## config.mk

```make
export PLATFORM = sky130hd
export DESIGN_NAME = systolic_feed_ctrl
export DESIGN_NICKNAME = d
export VERILOG_FILES = /design/src/rtl/feed_ctrl_pkg.sv /design/src/rtl/skew_mask.sv /design/src/rtl/systolic_feed_ctrl.sv
export SDC_FILE = /design/constraint.sdc
export NUM_CORES = 1
export LEC_CHECK = 0
export ABC_CLOCK_PERIOD_IN_PS = 2690
export CAP_MARGIN = 20
export CORE_UTILIZATION = 25
export DETAILED_ROUTE_END_ITERATION = 6
export REMOVE_ABC_BUFFERS = 1
export SKIP_CTS_REPAIR_TIMING = 1
export SYNTH_ARGS = -nofsm -noshare
export SYNTH_HDL_FRONTEND = slang
export SYNTH_SLANG_ARGS = --single-unit
```

## constraint.sdc

```tcl
create_clock -name clk_i -period 2.69 [get_ports clk_i]
set_input_delay 0.269 -clock clk_i [delete_from_list [all_inputs] [get_ports clk_i]]
set_output_delay 0.269 -clock clk_i [all_outputs]
set_load 0.01 [all_outputs]
```

## src/rtl/feed_ctrl_pkg.sv

```systemverilog
// Shared types and counter-width helpers for the systolic feed controller.
package feed_ctrl_pkg;

  typedef enum logic [1:0] {
    IDLE    = 2'd0,
    LOAD    = 2'd1,
    COMPUTE = 2'd2,
    DONE    = 2'd3
  } feed_state_t;

  function automatic int unsigned ld_cnt_w(input int unsigned depth);
    return $clog2(depth + 1);
  endfunction

  function automatic int unsigned cyc_w(input int unsigned dim, input int unsigned depth);
    return $clog2(depth + dim);
  endfunction

endpackage

```

## src/rtl/skew_mask.sv

```systemverilog
// Maps the compute-cycle count to the diagonal lane enable window:
// lane i is active while i <= cyc < i + DEPTH.
module skew_mask import feed_ctrl_pkg::*; #(
  parameter int unsigned DIM   = 8,
  parameter int unsigned DEPTH = 8,
  localparam int unsigned CycW = cyc_w(DIM, DEPTH)
) (
  input  logic [CycW-1:0] cyc_i,
  output logic [DIM-1:0]  mask_o
);

  int unsigned cyc_ext;

  always_comb begin
    cyc_ext = 32'(cyc_i);
    mask_o  = '0;
    for (int unsigned i = 0; i < DIM; i++) begin
      mask_o[i] = (cyc_ext >= i) && (cyc_ext < i + DEPTH);
    end
  end

endmodule

```

## src/rtl/systolic_feed_ctrl.sv

```systemverilog
// Load/compute sequencer for DIM skewed delay-buffer FIFOs feeding a systolic array.
// Define FEED_CTRL_PERF_EN to add the saturating busy-cycle counter perf_cycles_o.
module systolic_feed_ctrl import feed_ctrl_pkg::*; #(
  parameter int unsigned DIM   = 8,
  parameter int unsigned DEPTH = 8
) (
  input  logic           clk_i,
  input  logic           rst_i,
  input  logic           start_i,
  input  logic           load_valid_i,
  output logic           load_ready_o,
  output logic [DIM-1:0] fifo_en_o,
  output logic           fifo_zero_in_o,
  output logic [DIM-1:0] col_valid_o,
  output logic           busy_o,
  output logic           done_o
`ifdef FEED_CTRL_PERF_EN
  ,
  output logic [31:0]    perf_cycles_o
`endif
);

  localparam int unsigned LdW  = ld_cnt_w(DEPTH);
  localparam int unsigned CycW = cyc_w(DIM, DEPTH);
  localparam logic [LdW-1:0]  LdLast  = LdW'(DEPTH - 1);
  localparam logic [CycW-1:0] CycLast = CycW'(DEPTH + DIM - 2);

  feed_state_t     state_q;
  logic [LdW-1:0]  ld_cnt_q;
  logic [CycW-1:0] cyc_q;
  logic            load_ready_q;
  logic            zero_in_q;
  logic            busy_q;
  logic            done_q;
  logic [DIM-1:0]  mask;

  skew_mask #(
    .DIM   (DIM),
    .DEPTH (DEPTH)
  ) u_skew_mask (
    .cyc_i  (cyc_q),
    .mask_o (mask)
  );

  // Flag outputs are registered alongside the state they decode.
  always_ff @(posedge clk_i or posedge rst_i) begin
    if (rst_i) begin
      state_q      <= IDLE;
      ld_cnt_q     <= '0;
      cyc_q        <= '0;
      load_ready_q <= 1'b0;
      zero_in_q    <= 1'b0;
      busy_q       <= 1'b0;
      done_q       <= 1'b0;
    end else begin
      unique case (state_q)
        IDLE: begin
          if (start_i) begin
            state_q      <= LOAD;
            ld_cnt_q     <= '0;
            load_ready_q <= 1'b1;
            busy_q       <= 1'b1;
          end
        end
        LOAD: begin
          if (load_valid_i) begin
            ld_cnt_q <= ld_cnt_q + 1'b1;
            if (ld_cnt_q == LdLast) begin
              state_q      <= COMPUTE;
              cyc_q        <= '0;
              load_ready_q <= 1'b0;
              zero_in_q    <= 1'b1;
            end
          end
        end
        COMPUTE: begin
          cyc_q <= cyc_q + 1'b1;
          if (cyc_q == CycLast) begin
            state_q   <= DONE;
            zero_in_q <= 1'b0;
            done_q    <= 1'b1;
          end
        end
        DONE: begin
          state_q <= IDLE;
          done_q  <= 1'b0;
          busy_q  <= 1'b0;
        end
        default: state_q <= IDLE;
      endcase
    end
  end

  always_comb begin
    fifo_en_o   = '0;
    col_valid_o = '0;
    unique case (state_q)
      LOAD:    fifo_en_o = {DIM{load_valid_i}};
      COMPUTE: begin
        fifo_en_o   = mask;
        col_valid_o = mask;
      end
      default: ;
    endcase
  end

  assign load_ready_o   = load_ready_q;
  assign fifo_zero_in_o = zero_in_q;
  assign busy_o         = busy_q;
  assign done_o         = done_q;

`ifdef FEED_CTRL_PERF_EN
  logic [31:0] perf_q;

  always_ff @(posedge clk_i or posedge rst_i) begin
    if (rst_i) begin
      perf_q <= '0;
    end else if (state_q == IDLE && start_i) begin
      perf_q <= '0;
    end else if (busy_q && perf_q != '1) begin
      perf_q <= perf_q + 32'd1;
    end
  end

  assign perf_cycles_o = perf_q;
`endif

endmodule
```

Word-level counts from Yosys, hierarchy flattened
Index checks and enable logic that the tools add are counted.

Bits in registers: 14. Input port bits: 4. Output and inout port bits: 20.

$add $sub $neg: 2. Order comparisons: 15. Equal/unequal tests: 9. Mux-type cells: 24. Reductions and logical operators: 19.

Operators by type and width (count): $lt 4x4->1 const B (8); $ge 4x3->1 const B (4); $mux 4 (4); $pmux 4 s2 (2); $pmux 8 s2 (1); $reduce_and 4->1 (3); $add 4x1->4 const B (2); $ge 4x2->1 const B (2); $mux 2 (4); $mux 8 (1); $ne 2x2->1 const B (4); $pmux 1 s2 (4); $pmux 2 s4 (1); $reduce_bool 2->1 (4); $logic_and 1x1->1 (7); $mux 1 (7); $reduce_and 3->1 (2); $eq 2x2->1 const B (2); $eq 4x3->1 const B (1); $eq 4x4->1 const B (1); $ge 4x1->1 const B (1); $reduce_and 2->1 (2); $eq 2x1->1 const B (1); $logic_not 2->1 (1).

Logic depth before layout (Yosys ltp)
Gate-level depths: netlist of run 1.

Depth after elaboration: 4. Mapped depth: 7. Mapped depth without buffers: 6.

Modules after synthesis
A second synthesis of run 1 with hierarchy kept.

Cell total of the unflattened synthesis: 136. Area total of the unflattened synthesis: 1189.9 um^2.

Modules (own cells, without submodules): systolic_feed_ctrl (times used 1, cells an instance 112, area an instance 989.7 um^2, seq. area each 350.3 um^2); skew_mask (times used 1, cells an instance 24, area an instance 200.2 um^2, seq. area each 0.0 um^2).

Least setup slack after synthesis of run 1
No wires, ideal clock.

Path type: register to output. Start point: reg cyc_q[2]. End point: out fifo_en_o[2]. Arrival: 1496 ps. Data required time: 2421 ps. Path slack: 925 ps. Cell stages (with the launch flop): 6. Cell sequence: dfrtp_1 -> inv_1 -> ha_1 -> and2b_1 -> a211oi_1 -> o21a_1.

Word-level cells in the longest chain between the ends: 3. Elaborated cells on any way between the ends: 4. Those cells by class: order compare: 2; mux: 1; reduce/logical: 1.

Ends and longest elaborated chain: start: declaration (line systolic_feed_ctrl.sv:30) `logic [CycW-1:0] cyc_q;`; start signal: assignment (line systolic_feed_ctrl.sv:77) `cyc_q <= cyc_q + 1'b1;`; $ge 4x2->1 or $lt 4x4->1 (tied branches) (line skew_mask.sv:18) `mask_o[i] = (cyc_ext >= i) && (cyc_ext < i + DEPTH);`; $logic_and 1x1->1 * (line skew_mask.sv:18); $pmux 8 s2 * (line systolic_feed_ctrl.sv:97) `unique case (state_q)`; end: declaration (line systolic_feed_ctrl.sv:12) `output logic [DIM-1:0] fifo_en_o,`.

Mark *: on every way between the ends. The rest lies on a longest branch, timed or not.

Final worst setup path of run 1
Start point: reg state_q[0]. End point: out fifo_en_o[3].

Word-level cells in the longest chain between the ends: 2. Elaborated cells on any way between the ends: 3. Those cells by class: eq/ne: 2; mux: 1.

Ends and longest elaborated chain: start: declaration (line systolic_feed_ctrl.sv:28) `feed_state_t state_q;`; start signal: assignment (line systolic_feed_ctrl.sv:48) `state_q <= IDLE;`; start signal: assignment (line systolic_feed_ctrl.sv:59) `state_q <= LOAD;`; start signal: assignment (line systolic_feed_ctrl.sv:69) `state_q <= COMPUTE;`; $eq 2x2->1 or $eq 2x1->1 (tied branches) (line systolic_feed_ctrl.sv:97); $pmux 8 s2 * (line systolic_feed_ctrl.sv:97).

Marked as above.

==> reports/summary.txt, run 1 <==
CELLS AND AREA
----------------------------------------------------------------------------------------
Area growth, synth to finish                                                       29.6%
Fraction of layout cells with a size suffix above 1                                10.2%
Diode count                                                                            0
Number of nets in the layout                                                         176

CRITICAL PATH
----------------------------------------------------------------------------------------
Crit end category                                                            output port
Category of cells accounting for the largest share of critical-path delay   buffers and inverters
Buffers plus inverters on the worst setup path                                         2
CP Cell Sequence                                                            inv_1 -> ha_1 -> nand2_1 -> a211oi_1 -> o21a_1 -> clkdlybuf4s50_1
Slowest cell on the critical path                                           clkdlybuf4s50_1
Largest driver fanout on the critical path                                             6
Critical path required time                                                      2.42 ns
Critical path launch point type                                                     flop
Kind of critical path                                                       flop to output port
Slowest Stage Delay on Critical Path                                             0.52 ns
Worst path arrival time                                                          2.18 ns

FLOORPLANNING
----------------------------------------------------------------------------------------
DIE AREA                                                                     0.00492 mm²
Number of placement rows                                                              24
Horizontal extent of the die                                                     70.2 µm
Overall die height                                                               70.2 µm
Total core area                                                              0.00441 mm²
Initial Util                                                                       26.3%
I/O pin cnt                                                                           24

POWER AND IR DROP
----------------------------------------------------------------------------------------
Total power per unit cell area                                               1200 mW/mm²
Clock Power Share                                                                  11.4%
Leakage dissipation                                                             0.661 nW
Combinational power share                                                          66.6%
Sequential share of power                                                          22.0%
Switching pwr                                                                   0.789 mW
Int Power                                                                        1.02 mW
Worst vdd ir                                                                  0.000269 V
Net Sw Frac                                                                        43.7%

DRT
----------------------------------------------------------------------------------------
# DRC                                                                                  0
Remaining number of nets flagged by the antenna check after routing                    0
Total number of vias                                                                 985
First-pass detailed-route iteration total                                              4
Detailed-route wire length per cell                                              12.3 µm
Number of DRC violations after detailed-routing iteration 0                           58
Via density                                                                         4.71
Final WL                                                                         2580 µm

GLOBAL ROUTE
----------------------------------------------------------------------------------------
Number of global-route vias before repair                                           1035
Wire length of the first global-routing pass                                     4680 µm
Antenna violations before repair                                                       0
Pin count of the biggest net entering global routing                                  15
Overall track demand over capacity in global routing                               11.6%
Grt total ovfl                                                                         0

LOGIC SYNTHESIS
----------------------------------------------------------------------------------------
EDFF count, synth                                                                      0
Sequential area share after synthesis                                              30.2%
Mapped cell area                                                             0.00116 mm²
Most numerous cell types in the synthesized netlist                         dfrtp_1 (14), ha_1 (14), nand2_1 (14)
Mean post-synth cell area                                                       8.80 µm²
Ys flop type                                                                     dfrtp_1
Synth top area share                                                               30.2%
Leading cell types by total area after synthesis                            dfrtp_1 (30%), ha_1 (15%), o21a_1 (5.8%), nand2_1 (4.5%), inv_1 (3.6%)
Async set-reset flop share out of synthesis                                         100%
Number of synthesized register bits                                                   14
Gate count after technology mapping                                                  132
Synth area leader                                                                dfrtp_1
Total number of yosys warnings                                                         0
Distinct cell type count of the synthesized netlist                                   39

PLACED DESIGN
----------------------------------------------------------------------------------------
Global placer's final weighted congestion                                          0.826
Worst slack, placed                                                             0.433 ns
Sum of net half-perimeters after detailed placement                              1970 µm
Number of buffers inserted by port buffering                                          23

STA
----------------------------------------------------------------------------------------
Total Neg Setup Slack                                                               0 ns
Peak clock frequency supported by timing                                         408 MHz
Final min period                                                                 2.45 ns
Period utilization                                                                 91.0%
Final Hold Violating Endpoints                                                         0
Clk_skew                                                                      0.00667 ns
Max-slew headroom                                                                  63.7%
Slew at the pin closest to its max-slew limit                                   0.544 ns
Final setup slack of the worst path                                             0.241 ns
Setup repair after global routing missed its margin                                   no
Total of endpoints with negative setup slack in the final report                       0
Number of max-slew violations in the final report                                      0

CLOCKING
----------------------------------------------------------------------------------------
Number of H-tree branching levels                                                      1
Source-to-sink clock delay at the later pin of the worst-skew pair               0.25 ns
Clock Pin Slew Worst Setup and Hold Paths                                        0.06 ns
Sinks on Clock Net                                                                    14
Clock tree root driver cell                                                     clkbuf_8
Clock tree from TritonCTS                                                           done
CTS max path bufs                                                                      2
Total CTS buffers                                                                      3

STATUS
----------------------------------------------------------------------------------------
Result of the run                                                           finished clean

WORST HOLD PATH
----------------------------------------------------------------------------------------
Class of the worst hold path                                                input pin to async pin

JOB
----------------------------------------------------------------------------------------
Number of maximum-capacitance constraint violations                                    0

## stage by stage
step           hold slack [ns]  util (%)  cell area, µm²  power [mW]  instances
6_report                 0.362      34.1            1510        1.81        209
4_1_cts                  0.393      34.0            1500        1.82        209
5_1_grt                  0.434      34.1            1510        1.99        209
3_3_place_gp             0.465      32.8            1450        1.59        205
2_1_floorplan            0.158         -            1140        1.13        128
3_5_place_dp             0.477      32.8            1450        1.61        205
## routing by layer
metal	vias up	GRT usage [%]	part of all wire [%]
met3	4	3.03	2.7
met4	0	2.44	0.66
met5	-	0	0
met1	446	15.3	51
li1	520	-	-
met2	15	19.1	46
## worst paths after layout
check	endpoint	depth (start not counted)	startpoint	slack (ns)
worst max-delay path	fifo_en_o[3]	6	state_q[0]$_DFFE_PP0P_	0.24
worst min-delay path	ld_cnt_q[2]$_DFFE_PP0P_	2	rst_i	0.36
worst max register to register	state_q[1]$_DFFE_PP0P_	6	state_q[0]$_DFFE_PP0P_	1.00
worst min register to register	done_o$_DFFE_PP0P_	1	done_o$_DFFE_PP0P_	0.49
max in group asynchronous	cyc_q[2]$_DFFE_PP0P_	2	rst_i	1.93
min in group clk_i	done_o$_DFFE_PP0P_	1	done_o$_DFFE_PP0P_	0.49
## area by class of cell
type | count | area, µm²
Fill cell | 452 | 2910
Inverter | 11 | 41.3
Tap cell | 52 | 65.1
Sequential cell | 14 | 353
Clock buffer | 4 | 55.1
Multi-Input combinational cell | 103 | 746
Timing Repair Buffer | 25 | 245
## sequential cells by signal, summed over array words and instances (netlist names)
signal,flops
busy_o,1
cyc_q,4
ld_cnt_q,4
load_ready_o,1
fifo_zero_in_o,1
state_q,2
done_o,1
## kinds of logic (layout without fill, tap and decap cells)
| logic type | Yosys count | in the layout | synth area share (%) |
|---|---|---|---|
| AO/OA/AOI/OAI | 34 | 34 | 20.7 |
| multiplexers | 2 | 2 | 2.15 |
| adder cells (fa/ha/maj) | 14 | 14 | 15.1 |
| flip-flops | 14 | 14 | 30.2 |
| buffers and inverters | 15 | 40 | 5.60 |
| AND/OR/NAND/NOR | 53 | 53 | 26.3 |
## cell usage in the layout, fill, tap and decap left out, drive strengths merged, types with 4 or more instances in the layout
| cell type | Yosys | routed |
|---|---|---|
| inv | 11 | 11 |
| o21a | 9 | 9 |
| nand2 | 15 | 15 |
| o21ai | 8 | 8 |
| ha | 14 | 14 |
| clkdlybuf4s50 | 0 | 23 |
| a21oi | 4 | 4 |
| dfrtp | 14 | 14 |
| nand3 | 8 | 8 |
| nor2 | 7 | 7 |
| clkbuf | 0 | 4 |
## power groups by stage
stage | Sequential [mW] | Clock, mW | Combinational [mW]
floorplan | 0.378 | 0 | 0.748
global placement | 0.395 | 0 | 1.20
detailed placement | 0.398 | 0 | 1.21
CTS | 0.394 | 0.212 | 1.22
global route | 0.415 | 0.222 | 1.35
finish | 0.398 | 0.206 | 1.20
No activity file was read; power rests on OpenSTA's default activity.
==> run 2, diff against run 1 <==
--- a/config.mk
+++ b/config.mk
@@ -7,6 +7,7 @@
 export LEC_CHECK = 0
 export ABC_CLOCK_PERIOD_IN_PS = 2690
 export CAP_MARGIN = 20
+export CORE_MARGIN = 5
 export CORE_UTILIZATION = 25
 export DETAILED_ROUTE_END_ITERATION = 6
 export REMOVE_ABC_BUFFERS = 1
==> reports/summary.txt, run 2 (synthesized netlist as in run 1, its figures left out) <==
STA
----------------------------------------------------------------------------------
Max-slew headroom                                                            61.6%   -2.1 points
Clk_skew                                                                0.00475 ns   -0.00192 ns
Final setup slack of the worst path                                       0.176 ns   -0.0647 ns
Slew at the pin closest to its max-slew limit                             0.576 ns   +0.0318 ns
Peak clock frequency supported by timing                                   398 MHz   -2.6%
Total of endpoints with negative setup slack in the final report                 0   unchanged
Setup repair after global routing missed its margin                             no
Final Hold Violating Endpoints                                                   0   unchanged
Final min period                                                           2.51 ns   +0.0647 ns
Number of max-slew violations in the final report                                0   unchanged
Total Neg Setup Slack                                                         0 ns   unchanged
Period utilization                                                           93.4%   +2.4 points

DRT
----------------------------------------------------------------------------------
Detailed-route wire length per cell                                        13.0 µm   +5.0%
Via density                                                                   4.84   +2.7%
First-pass detailed-route iteration total                                        4   unchanged
# DRC                                                                            0   unchanged
Number of DRC violations after detailed-routing iteration 0                     76   +31%
Final WL                                                                   2710 µm   +5.0%
Remaining number of nets flagged by the antenna check after routing              0   unchanged
Total number of vias                                                          1012   +2.7%

PLACED DESIGN
----------------------------------------------------------------------------------
Sum of net half-perimeters after detailed placement                        2120 µm   +7.9%
Cell area after placement                                              0.00146 mm²   +0.52%
Number of placed instances, taps included                                      206   +0.49%
Number of buffers inserted by port buffering                                    23   unchanged
Worst slack, placed                                                       0.425 ns   -0.00830 ns
Global placer's final weighted congestion                                    0.820   -0.68%

GLOBAL ROUTE
----------------------------------------------------------------------------------
Fraction of met3 tracks used by global routing                               2.63%   -0.40 points
Overall track demand over capacity in global routing                         9.75%   -1.9 points
Met1 Track Usage GR                                                          12.5%   -2.8 points
Antenna violations before repair                                                 0   unchanged
Number of global-route vias before repair                                     1010   -2.4%
Met2 Track Usage GR                                                          15.7%   -3.5 points
Grt total ovfl                                                                   0   unchanged
Wire length of the first global-routing pass                               4930 µm   +5.5%
Pin count of the biggest net entering global routing                            15   unchanged
Busiest metal layer after global routing                                      met2

CRITICAL PATH
----------------------------------------------------------------------------------
Largest driver fanout on the critical path                                       9   +3
Crit end category                                                      output port
Kind of critical path                                                 flop to output port
Critical path required time                                                2.42 ns   about the same
Launch point of the worst path                                        cyc_q[2]$_DFFE_PP0P_
Reg-to-reg startpoint                                                 state_q[0]$_DFFE_PP0P_
Worst path arrival time                                                    2.24 ns   +0.06 ns
Critical path launch point type                                               flop

CELLS AND AREA
----------------------------------------------------------------------------------
Final-layout fill cell count                                                   479   +6.0%
Final instance area                                                    0.00150 mm²   -0.58%
Fraction of layout cells with a size suffix above 1                          8.92%   -1.3 points
Non-filler instance count after layout                                         209   unchanged
Final core occ                                                               33.7%   -0.43 points
Most common cell after layout, fill and taps aside                    clkdlybuf4s50_1
Number of nets in the layout                                                   177   +0.57%
Highest-count cells in the layout ignoring fill and taps              clkdlybuf4s50_1 (23), nand2_1 (14), ha_1 (14), dfrtp_1 (14), inv_1 (11)
Storage element area                                                       350 µm²   -0.71%
Biggest regs                                                          cyc_q x4, ld_cnt_q x4, state_q x2
Area of combinational cells with multiple inputs                           746 µm²   unchanged
Area growth, synth to finish                                                 28.9%
Diode count                                                                      0   unchanged

CLOCKING
----------------------------------------------------------------------------------
Total CTS buffers                                                                3   unchanged
CTS max path bufs                                                                2   unchanged
Source-to-sink clock delay at the later pin of the worst-skew pair         0.24 ns   about the same
Number of H-tree branching levels                                                1   unchanged
Clock tree from TritonCTS                                                     done
Sinks on Clock Net                                                              14   unchanged
Clock Pin Slew Worst Setup and Hold Paths                                  0.06 ns   about the same
Clock tree root driver cell                                               clkbuf_8

FLOORPLANNING
----------------------------------------------------------------------------------
Overall die height                                                         78.2 µm   +11%
Total core area                                                        0.00444 mm²   +0.68%
I/O pin cnt                                                                     24   unchanged
Horizontal extent of the die                                               78.2 µm   +11%
Initial Util                                                                 26.1%   -0.18 points
DIE AREA                                                               0.00611 mm²   +24%
Number of placement rows                                                        24   unchanged

WORST HOLD PATH
----------------------------------------------------------------------------------
Class of the worst hold path                                          input pin to async pin

STATUS
----------------------------------------------------------------------------------
Result of the run                                                     finished clean

POWER AND IR DROP
----------------------------------------------------------------------------------
Worst vdd ir                                                            0.000387 V   +44%
Leakage dissipation                                                       0.661 nW   about the same
Total power per unit cell area                                         1190 mW/mm²   -1.1%

JOB
----------------------------------------------------------------------------------
Number of maximum-capacitance constraint violations                              0   unchanged

run 2: changes by cell type in the layout (fill, tap and decap cells not counted):
cell      change
clkbuf_8      -1
buf_4         +1
dfrtp_1       +2
dfrtp_2       -2
run 2: path summary, 6_finish.rpt:
| path | to | slack, ns | cells after the start |
|---|---|---|---|
| hold reg to reg | done_o$_DFFE_PP0P_ | 0.48 | 1 |
| setup reg to reg | state_q[1]$_DFFE_PP0P_ | 1.02 | 6 |
| max in group asynchronous | done_o$_DFFE_PP0P_ | 1.93 | 2 |
| min in group clk_i | done_o$_DFFE_PP0P_ | 0.48 | 1 |
| hold / removal | cyc_q[1]$_DFFE_PP0P_ | 0.39 | 2 |
| setup / recovery | fifo_en_o[3] | 0.18 | 6 |
run 2: power breakdown:
| part | total (mW) | switching, mW | internal [mW] |
|---|---|---|---|
| clock network | 0.167 | 0.0687 | 0.0988 |
| logic | 1.22 | 0.617 | 0.603 |
| registers | 0.389 | 0.101 | 0.288 |
run 2: final cells by class:
cell class / instances / share of cell area [%]
multi-input cells: 103 / 49.8
flip-flops and latches: 14 / 23.4
inverters: 11 / 2.76
well taps: 52 / 4.35
clock buffers: 3 / 2.76
repair buffers: 26 / 16.9
run 2: critical path, cell delays in order (launching register included):
cell and delay [ns]:
dfrtp_1 0.51, inv_1 0.13, ha_1 0.24, nor2b_1 0.14
a211oi_1 0.30, o21a_1 0.16, clkdlybuf4s50_1 0.53
run 2: per-stage QoR:
| stage | power [mW] | hold WS (ns) |
|---|---|---|
| 3_3_place_gp | 1.62 | 0.466 |
| 6_report | 1.78 | 0.388 |
| 3_5_place_dp | 1.62 | 0.473 |
| 4_1_cts | 1.80 | 0.411 |
| 2_1_floorplan | 1.13 | 0.158 |
| 5_1_grt | 1.95 | 0.464 |
run 2: metal layers:
layer  vias up  share of wire [%]
li1        519                  -
met1       471                 48
met5         -                  0
met4         0                2.0
met3         4                4.2
met2        18                 46
